**config.mk**
```make
export PLATFORM = sky130hd
export DESIGN_NAME = cpu_alu_seq
export DESIGN_NICKNAME = d
export VERILOG_FILES = /design/src/rtl/cpu_alu_seq.sv
export SDC_FILE = /design/constraint.sdc
export NUM_CORES = 1
export LEC_CHECK = 0
export CAP_MARGIN = 10
export CORE_ASPECT_RATIO = 1.5
export CORE_UTILIZATION = 34
export CTS_CLUSTER_DIAMETER = 80
export DETAILED_ROUTE_END_ITERATION = 8
export SETUP_SLACK_MARGIN = 0.4
export SLEW_MARGIN = 15
export SYNTH_ARGS = -nofsm -noshare
export SYNTH_HDL_FRONTEND = slang
export SYNTH_SLANG_ARGS = --single-unit
```
**constraint.sdc**
```tcl
create_clock -name clk -period 10.8 [get_ports clk]
set_clock_uncertainty 0.1 [all_clocks]
set_input_delay 2.16 -clock clk [delete_from_list [all_inputs] [get_ports clk]]
set_output_delay 2.16 -clock clk [all_outputs]
set_load 0.005 [all_outputs]
```
**src/rtl/cpu_alu_seq.sv**
```systemverilog
`timescale 1ns/1ps
// cpu_alu_seq: multi-cycle 6502-family ALU.
//   ADD/SUB/CMP run nibble-serial, least significant digit first. Binary and
//   BCD (decimal-mode) ADD/SUB are supported; logic, shift and inc/dec ops
//   finish in one cycle. Valid/ready handshakes on both sides.
// Ports:
//   clk, rst            clock, asynchronous active-high reset
//   flush               synchronous abort back to IDLE, pending result dropped
//   in_valid/in_ready   request handshake (in_ready high only in IDLE)
//   op, decimal_mode    operation code, D flag (ADD/SUB only)
//   operand_a/b         operands, carry_in = C flag
//   out_valid/out_ready result handshake, result held until taken
//   result, carry_out, overflow, negative, zero   result and flags
//   busy                high whenever not IDLE
//
// state | meaning
// IDLE  | waiting for a request, last result still on the outputs
// ARITH | stepping one 4-bit digit per clock through ADD/SUB/CMP
// DONE  | result valid, waiting for out_ready
module cpu_alu_seq #(
  parameter int WIDTH      = 8,
  parameter bit ENABLE_BCD = 1'b1
) (
  input  logic             clk,
  input  logic             rst,
  input  logic             flush,
  input  logic             in_valid,
  output logic             in_ready,
  input  logic [3:0]       op,
  input  logic             decimal_mode,
  input  logic [WIDTH-1:0] operand_a,
  input  logic [WIDTH-1:0] operand_b,
  input  logic             carry_in,
  output logic             out_valid,
  input  logic             out_ready,
  output logic [WIDTH-1:0] result,
  output logic             carry_out,
  output logic             overflow,
  output logic             negative,
  output logic             zero,
  output logic             busy
);

  localparam int NDIG = WIDTH / 4;
  localparam int CW   = (NDIG > 1) ? $clog2(NDIG) : 1;

  localparam logic [3:0] OP_ADD = 4'h0, OP_SUB = 4'h1, OP_AND = 4'h2, OP_OR = 4'h3,
                         OP_XOR = 4'h4, OP_ASL = 4'h5, OP_LSR = 4'h6, OP_ROL = 4'h7,
                         OP_ROR = 4'h8, OP_INC = 4'h9, OP_DEC = 4'hA, OP_PASSA = 4'hB,
                         OP_PASSB = 4'hC, OP_CMP = 4'hD;

  typedef enum logic [1:0] {IDLE, ARITH, DONE} state_t;

  state_t           state;
  logic [CW-1:0]    cnt;
  logic [WIDTH-1:0] a_q, b_q, acc;
  logic             sub_q, dec_q, cmp_q, c_q, bc_q, am_q, bm_q;

  logic             is_cmp_op, is_arith_op, step_en, single_en, last_digit;
  logic [WIDTH-1:0] cur_a, cur_b, next_acc, single_res;
  logic [3:0]       sa, sb, dig;
  logic             ssub, sdec, scmp, sc, sbc, am, bm, nc, nbc, vflag, single_c;
  logic [4:0]       bin_s, dec_s;

  assign in_ready  = (state == IDLE);
  assign busy      = (state != IDLE);
  assign out_valid = (state == DONE);

  always_comb begin
    is_cmp_op   = (op >= OP_CMP);
    is_arith_op = (op == OP_ADD) || (op == OP_SUB) || is_cmp_op;
    step_en     = (state == ARITH) || ((state == IDLE) && in_valid && is_arith_op);
    single_en   = (state == IDLE) && in_valid && !is_arith_op;

    // The first digit is computed straight from the inputs on the accept edge,
    // which is what gives an NDIG-cycle latency for arithmetic.
    if (state == IDLE) begin
      cur_a = operand_a;
      cur_b = operand_b;
      ssub  = (op != OP_ADD);
      scmp  = is_cmp_op;
      sdec  = ENABLE_BCD && decimal_mode && !is_cmp_op;
      sc    = is_cmp_op ? 1'b1 : carry_in;
      sbc   = sc;
      am    = operand_a[WIDTH-1];
      bm    = operand_b[WIDTH-1];
    end else begin
      cur_a = a_q;
      cur_b = b_q;
      ssub  = sub_q;
      scmp  = cmp_q;
      sdec  = dec_q;
      sc    = c_q;
      sbc   = bc_q;
      am    = am_q;
      bm    = bm_q;
    end
    sa = cur_a[3:0];
    sb = cur_b[3:0];

    // Binary chain always runs; in decimal mode it only feeds V.
    bin_s = {1'b0, sa} + {1'b0, ssub ? ~sb : sb} + {4'b0, sbc};
    nbc   = bin_s[4];
    dig   = bin_s[3:0];
    nc    = bin_s[4];
    dec_s = '0;
    if (sdec && !ssub) begin
      dec_s = {1'b0, sa} + {1'b0, sb} + {4'b0, sc};
      if (dec_s > 5'd9) begin
        dig = dec_s[3:0] + 4'd6;
        nc  = 1'b1;
      end else begin
        dig = dec_s[3:0];
        nc  = 1'b0;
      end
    end else if (sdec) begin
      // sc is the carry flag, so the incoming borrow is its inverse.
      dec_s = {1'b0, sa} - {1'b0, sb} - {4'b0, ~sc};
      if (dec_s[4]) begin
        dig = dec_s[3:0] - 4'd6;
        nc  = 1'b0;
      end else begin
        dig = dec_s[3:0];
        nc  = 1'b1;
      end
    end

    // bin_s[3] is the binary result MSB only on the last digit, where V is used.
    if (scmp)
      vflag = 1'b0;
    else if (ssub)
      vflag = (am != bm) && (bin_s[3] != am);
    else
      vflag = (am == bm) && (bin_s[3] != am);

    next_acc   = ((state == IDLE) ? '0 : (acc >> 4)) | (WIDTH'(dig) << (WIDTH - 4));
    last_digit = (state == IDLE) ? (NDIG == 1) : (cnt == CW'(NDIG - 1));

    single_c = 1'b0;
    case (op)
      OP_AND:   single_res = operand_a & operand_b;
      OP_OR:    single_res = operand_a | operand_b;
      OP_XOR:   single_res = operand_a ^ operand_b;
      OP_ASL: begin
        single_res = operand_a << 1;
        single_c   = operand_a[WIDTH-1];
      end
      OP_LSR: begin
        single_res = operand_a >> 1;
        single_c   = operand_a[0];
      end
      OP_ROL: begin
        single_res = (operand_a << 1) | WIDTH'(carry_in);
        single_c   = operand_a[WIDTH-1];
      end
      OP_ROR: begin
        single_res = (operand_a >> 1) | (WIDTH'(carry_in) << (WIDTH - 1));
        single_c   = operand_a[0];
      end
      OP_INC:   single_res = operand_a + WIDTH'(1);
      OP_DEC:   single_res = operand_a - WIDTH'(1);
      OP_PASSA: single_res = operand_a;
      OP_PASSB: single_res = operand_b;
      default:  single_res = '0;
    endcase
  end

  always_ff @(posedge clk or posedge rst) begin
    if (rst) begin
      state     <= IDLE;
      cnt       <= '0;
      a_q       <= '0;
      b_q       <= '0;
      acc       <= '0;
      sub_q     <= 1'b0;
      dec_q     <= 1'b0;
      cmp_q     <= 1'b0;
      c_q       <= 1'b0;
      bc_q      <= 1'b0;
      am_q      <= 1'b0;
      bm_q      <= 1'b0;
      result    <= '0;
      carry_out <= 1'b0;
      overflow  <= 1'b0;
      negative  <= 1'b0;
      zero      <= 1'b0;
    end else if (flush) begin
      state <= IDLE;
    end else begin
      if (step_en) begin
        a_q   <= cur_a >> 4;
        b_q   <= cur_b >> 4;
        acc   <= next_acc;
        sub_q <= ssub;
        dec_q <= sdec;
        cmp_q <= scmp;
        c_q   <= nc;
        bc_q  <= nbc;
        am_q  <= am;
        bm_q  <= bm;
        cnt   <= (state == IDLE) ? CW'(1) : cnt + CW'(1);
        if (last_digit) begin
          result    <= next_acc;
          carry_out <= nc;
          overflow  <= vflag;
          negative  <= next_acc[WIDTH-1];
          zero      <= (next_acc == '0);
        end
      end
      if (single_en) begin
        result    <= single_res;
        carry_out <= single_c;
        overflow  <= 1'b0;
        negative  <= single_res[WIDTH-1];
        zero      <= (single_res == '0);
      end
      case (state)
        IDLE:    if (in_valid) state <= (is_arith_op && !last_digit) ? ARITH : DONE;
        ARITH:   if (last_digit) state <= DONE;
        DONE:    if (out_ready) state <= IDLE;
        default: state <= IDLE;
      endcase
    end
  end

endmodule

```
==> reports/metrics.cfg, run 1 <==
[detailed_routing]
vias_per_cell = 5.583
drt.antenna.violating_nets = 0
drt_first_pass_iters = 5
drc_errors = 0
vias = 3389
post_drt_wl_per_cell_um = 18.32
routed_wl_um = 11120
drt_iter0_drc = 175

[run]
drv_cap = 0

[synth]
async_flop_share_pct = 100.0
synthCells = 432
yosys.area.top_type = dfrtp_1
yosysSeqAreaShare_pct = 22.85
synth.most_common_cell = nand2_1
synthesis.nets = 500
synth.top_cell.area_share_pct = 22.85
avgSynthCellArea_um2 = 8.367
synth_commonest_cells = nand2_1 (46), ha_1 (34), dfrtp_1 (33)
synth_edf_count = 0
synth-main-ff-cell = dfrtp_1
synth.area.top_cells = dfrtp_1 (23%), ha_1 (12%), nand2_1 (4.8%)
syn-cell-area_um2 = 3615
netlist-cell-type-count = 69
ys_warn_count = 0
ys_ff_latch = 33

[worst_setup_path]
critPathKind = input pin to register
start_kind = input pin
crit_fanout = 30
crit_path_end_kind = register
crit_required_ps = 10840
arrival_ps = 5970

[power_and_ir_drop]
p_sw_share_pct = 38.51
comb_power_share_pct = 50.9
internal_power_uw = 459.4
power_density_nw_per_um2 = 173.4
power_frac_clock_pct = 22.9
switchingPower_uw = 287.7
leakage_nw = 1.914
share_seq_of_total_power_pct = 26.2
ir_worst_vdd_uv = 81.15

[sta]
fin_ws_ps = 4876
worst_pin_slew_ps = 1119
fin_crit_sh_pct = 54.85
max_freq_ghz = 0.1688
final-hold-violation-count = 0
finalCriticalPeriod_ps = 5924
relSlewSlack_pct = 24.92
rsz0062_at_grt = false
setup_viol = 0
drv_slew = 0
setup_tns_ps = 0

[placement]
place.gp.congestion = 0.8986
port_buffers = 41
dp_slack_ps = 4638
dp_hpwl_um = 8565
postPlaceCellArea_um2 = 4135

[global_route]
antenna_found_initial = 0
grt_max_degree = 34
grt_pass1_vias = 3425
grt_pass1_wl_um = 17860
grtUsageTotal_pct = 21.43
grt_overflow_total = 0

[die]
start_util_pct = 35.27
die_area_um2 = 11060
fp.dieW_um = 86.19
die_y_um = 128.3
rows = 45
core_region_area_um2 = 10250
ios = 42

[worst_hold_path]
hp-class = register to register

[clocking]
cts_setup_buffers = 0
clkSinkCount = 33
cts-root-buf = clkbuf_16
clock_latency_ps = 290
clkTransAtPathRegs_ps = 60
htreeDepth = 2
tritoncts = yes
cts_resized = 0
cts_buffers = 5
ctsLongestPathBuffers = 2
ctsHoldBuffers = 0

[layout]
seqCellArea_um2 = 825.8
area_growth_pct = 19.18
drive_above_1_share_pct = 8.584
antenna-diode-count = 0
finalNetCount = 533
multiInputGateArea_um2 = 2546
finalInstanceArea_um2 = 4308
fill_cells = 1075

[run_status]
outcome = finished, final reports clean

## kinds of logic (layout without fill, tap and decap cells)
kind of cell             Yosys count  after routing  share of synthesized area (%)
AO/OA/AOI/OAI                    129            129                          25.20
XOR/XNOR                          20             20                          5.227
adder cells (fa/ha/maj)           41             41                          15.65
buffers and inverters             55             89                          6.715
flip-flops                        33             33                          22.85
multiplexers                      15             15                          4.742
AND/OR/NAND/NOR                  139            139                          19.63
## path summary, 6_finish.rpt
check / slack (ps) / start / endpoint / cells after the start
worst min-delay path: 380 / cmp_q / overflow / 1
min in group asynchronous: 2170 / rst / state[1] / 3
worst max-delay path: 4880 / op[0] / result[5] / 16
worst max register to register: 6220 / state[0] / result[5] / 15
max in group asynchronous: 8100 / rst / a_q[3] / 3
worst min register to register: 380 / cmp_q / overflow / 1
## state kept, by name (all words and copies together), names as in the netlist, 2 cells and up
| register | count |
|---|---|
| result | 8 |
| b_q | 4 |
| acc | 4 |
| a_q | 4 |
| state | 2 |
## metrics by stage
| step | hold slack [ps] | utilization (%) | cells | power (mW) |
|---|---|---|---|---|
| after floorplan | 331.9 | - | 432 | 0.4458 |
| after global placement | 359.1 | 40.35 | 599 | 0.5675 |
| after detailed placement | 369.3 | 40.35 | 599 | 0.5756 |
| after CTS | 381.0 | 42.04 | 607 | 0.7500 |
| after global routing | 403.2 | 42.04 | 607 | 0.7990 |
| final | 380.1 | 42.04 | 607 | 0.7471 |
## routing by layer
metal / GRT usage (%) / wire length, um
met1: 23.07 / 4309
met2: 39.26 / 5948
met3: 2.447 / 298
met4: 13.24 / 566
met5: 0 / 0
## power by group through the flow
stage                     clock network [mW]  registers [mW]  logic (mW)
after floorplan                            0           0.189       0.257
final                                  0.171           0.196       0.381
after CTS                              0.174           0.196       0.380
after detailed placement                   0           0.198       0.378
after global placement                     0           0.196       0.371
after global routing                   0.179           0.201       0.420
## worst max-delay path: stages
cell and delay (ps):
clkdlybuf4s50_1 400, buf_4 240, o211ai_1 490, nand2_1 110
o21ai_0 180, fa_1 270, inv_1 60, fa_1 400
xnor2_1 280, inv_1 80, ha_1 230, mux2_2 310
o21a_1 190, o211ai_1 290, mux2_2 210, o21ai_0 70
## area by class of cell
class,instances,area share (%)
Multi-Input combinational cell,344,59.11
Sequential cell,33,19.17
Timing Repair Buffer,48,10.75
Tap cell,141,4.095
Clock buffer,7,3.311
Inverter,33,2.875
Clock inverter,1,0.6971
## layout by cell type, fill, tap and decap left out, drive strengths merged, types with 6 or more instances in the layout
cell and count:
a21boi 7, a21o 8, a21oi 16, a221oi 6, a31oi 7, and3 6
buf 7, clkbuf 7, clkdlybuf4s50 41, dfrtp 33, fa 7, ha 34
inv 33, mux2 7, mux2i 7, nand2 46, nand2b 6, nand3 6
nor2 29, nor2b 8, nor3 9, o211ai 13, o21ai 30, xnor2 13
xor2 6
(Power assumes the default switching activity.)
==> inputs of run 2 (changes only) <==
==> constraint.sdc (replaced) <==
create_clock -name clk -period 5 [get_ports clk]
set_clock_uncertainty 0.1 [all_clocks]
set_input_delay 1 -clock clk [delete_from_list [all_inputs] [get_ports clk]]
set_output_delay 1 -clock clk [all_outputs]
set_load 0.005 [all_outputs]
==> reports/metrics.cfg, run 2 (same netlist as run 1, synthesis figures left out) <==
[sta]
finalCriticalPeriod_ps = 4279
worst_pin_slew_ps = 865.4  ; -253.3 ps
relSlewSlack_pct = 40.81  ; +16 points
final-hold-violation-count = 0  ; unchanged
rsz0062_at_grt = false
fin_crit_sh_pct = 85.57
drv_slew = 0  ; unchanged
setup_tns_ps = 0  ; unchanged
setup_viol = 0  ; unchanged
max_freq_ghz = 0.2337

[worst_setup_path]
start_kind = input pin
r2r_setup_slack_ps = 1070  ; -5150 ps
critPathKind = input pin to register
cp_top_family = compound AO/OA/AOI/OAI gates
regToRegStartpoint = state[0]
cpPeakStageDelay_ps = 500  ; about the same
crit_path_end_kind = register
cpMaxStageDelayCell = clkdlybuf4s50_1
crit_required_ps = 5070  ; -5770 ps
crit_chain = clkdlybuf4s50_1, o211ai_1, nand2_1, o21ai_0, fa_1, inv_1, fa_1, nand2b_1, a21oi_1, xnor2_1, mux2_2, o22ai_1, o21ai_0, a22o_1
arrival_ps = 4350  ; -1620 ps
crit_fanout = 4  ; -87%
crit_start = op[1]
crit_buf_inv = 2  ; -2

[placement]
port_buffers = 41  ; unchanged
place_inst = 606  ; +1.2%
place.gp.congestion = 0.9395  ; +4.6%
dp_hpwl_um = 8835  ; +3.2%

[layout]
layout_commonest_cell = nand2_1
seqCellArea_um2 = 825.8  ; unchanged
mostFrequentLayoutCells = nand2_1 (46), clkdlybuf4s50_1 (41), ha_1 (34)
fill_cells = 1081  ; +0.56%
largest_reg_flops = 8  ; unchanged
antenna-diode-count = 0  ; unchanged
finalNetCount = 540  ; +1.3%
area_growth_pct = 20.94
top_register = result
multiInputGateArea_um2 = 2557  ; +0.44%
layout.cells.non_filler = 614  ; +1.2%
drive_above_1_share_pct = 10.36  ; +1.8 points

[detailed_routing]
vias = 3415  ; +0.77%
drt.antenna.violating_nets = 0  ; unchanged
routed_wl_um = 11150  ; +0.24%
drt_iter0_drc = 141  ; -19%
drt_first_pass_iters = 4  ; -1
drc_errors = 0  ; unchanged
vias_per_cell = 5.562  ; -0.38%
post_drt_wl_per_cell_um = 18.16  ; -0.90%

[run_status]
outcome = finished, final reports clean

[clocking]
clkSinkCount = 33  ; unchanged
cts-root-buf = clkbuf_16
htreeDepth = 2  ; unchanged
cts_setup_buffers = 0  ; unchanged
clock_latency_ps = 280  ; about the same
cts_buffers = 5  ; unchanged
clkTransAtPathRegs_ps = 50  ; about the same
tritoncts = yes
ctsLongestPathBuffers = 2  ; unchanged

[worst_hold_path]
hp-class = register to register
worstHoldStart = cmp_q

[die]
fp.dieW_um = 86.19  ; unchanged
die_y_um = 128.3  ; unchanged
ios = 42  ; unchanged
die_area_um2 = 11060  ; unchanged
core_region_area_um2 = 10250  ; unchanged
start_util_pct = 35.27  ; unchanged
rows = 45  ; unchanged

[global_route]
grt_pass1_vias = 3514  ; +2.6%
grtUsageTotal_pct = 21.51  ; +0.087 points
antenna_found_initial = 0  ; unchanged
grt_pass1_wl_um = 18110  ; +1.4%
grt_max_degree = 32  ; -5.9%
grt_overflow_total = 0  ; unchanged

[power_and_ir_drop]
ir_worst_vdd_uv = 135.9  ; +67%
power_density_nw_per_um2 = 371.6  ; +110%
leakage_nw = 1.950  ; +1.9%
total_power_mw = 1.625  ; +120%

[run]
drv_cap = 0  ; unchanged

## run 2: through the flow
stage               setup slack (ps)  utilization [%]  hold slack [ps]  cell area (um2)
floorplan                      885.9                -            331.9             3615
global placement               447.3            40.87            354.3             4188
detailed placement             328.4            40.87            361.1             4188
CTS                            615.8            42.55            368.3             4360
global route                   443.5            42.66            396.3             4372
finish                         721.3            42.66            361.8             4372
## run 2: layout make-up
| type | count | area share, % |
|---|---|---|
| clock buffer | 7 | 3.263 |
| clock inverter | 1 | 0.6869 |
| inverter | 33 | 2.833 |
| multi-input combinational | 344 | 58.50 |
| sequential | 33 | 18.89 |
| tap | 141 | 4.035 |
| timing repair buffer | 55 | 11.79 |
## run 2: report_power, final
group	leakage (nW)	total, mW	internal, mW	switching [mW]
logic	1.45	0.838	0.395	0.443
registers	0.414	0.420	0.358	0.0625
clock network	0.0841	0.366	0.249	0.117
total	1.95	1.62	1.00	0.623
## run 2: timing repair
item                                    in CTS  in global routing
endpoints found under the setup margin       0                  3
hold buffers                                 0                  0
resized for setup                            0                  2
## run 2: final timing paths
kind / endpoint / cells past startpoint
worst max-delay path: result[6] / 14
min in group asynchronous: result[2] / 2
worst min-delay path: overflow / 1
worst max register to register: result[6] / 13
worst min register to register: overflow / 1
max in group asynchronous: bm_q / 3
## run 2: layer usage
metal | wire length [um] | up-vias | GRT usage [%]
li1 | - | 1646 | -
met1 | 4339 | 1655 | 23.57
met4 | 714 | 0 | 15.39
met3 | 247 | 38 | 1.867
met2 | 5847 | 76 | 38.38
met5 | 0 | - | 0
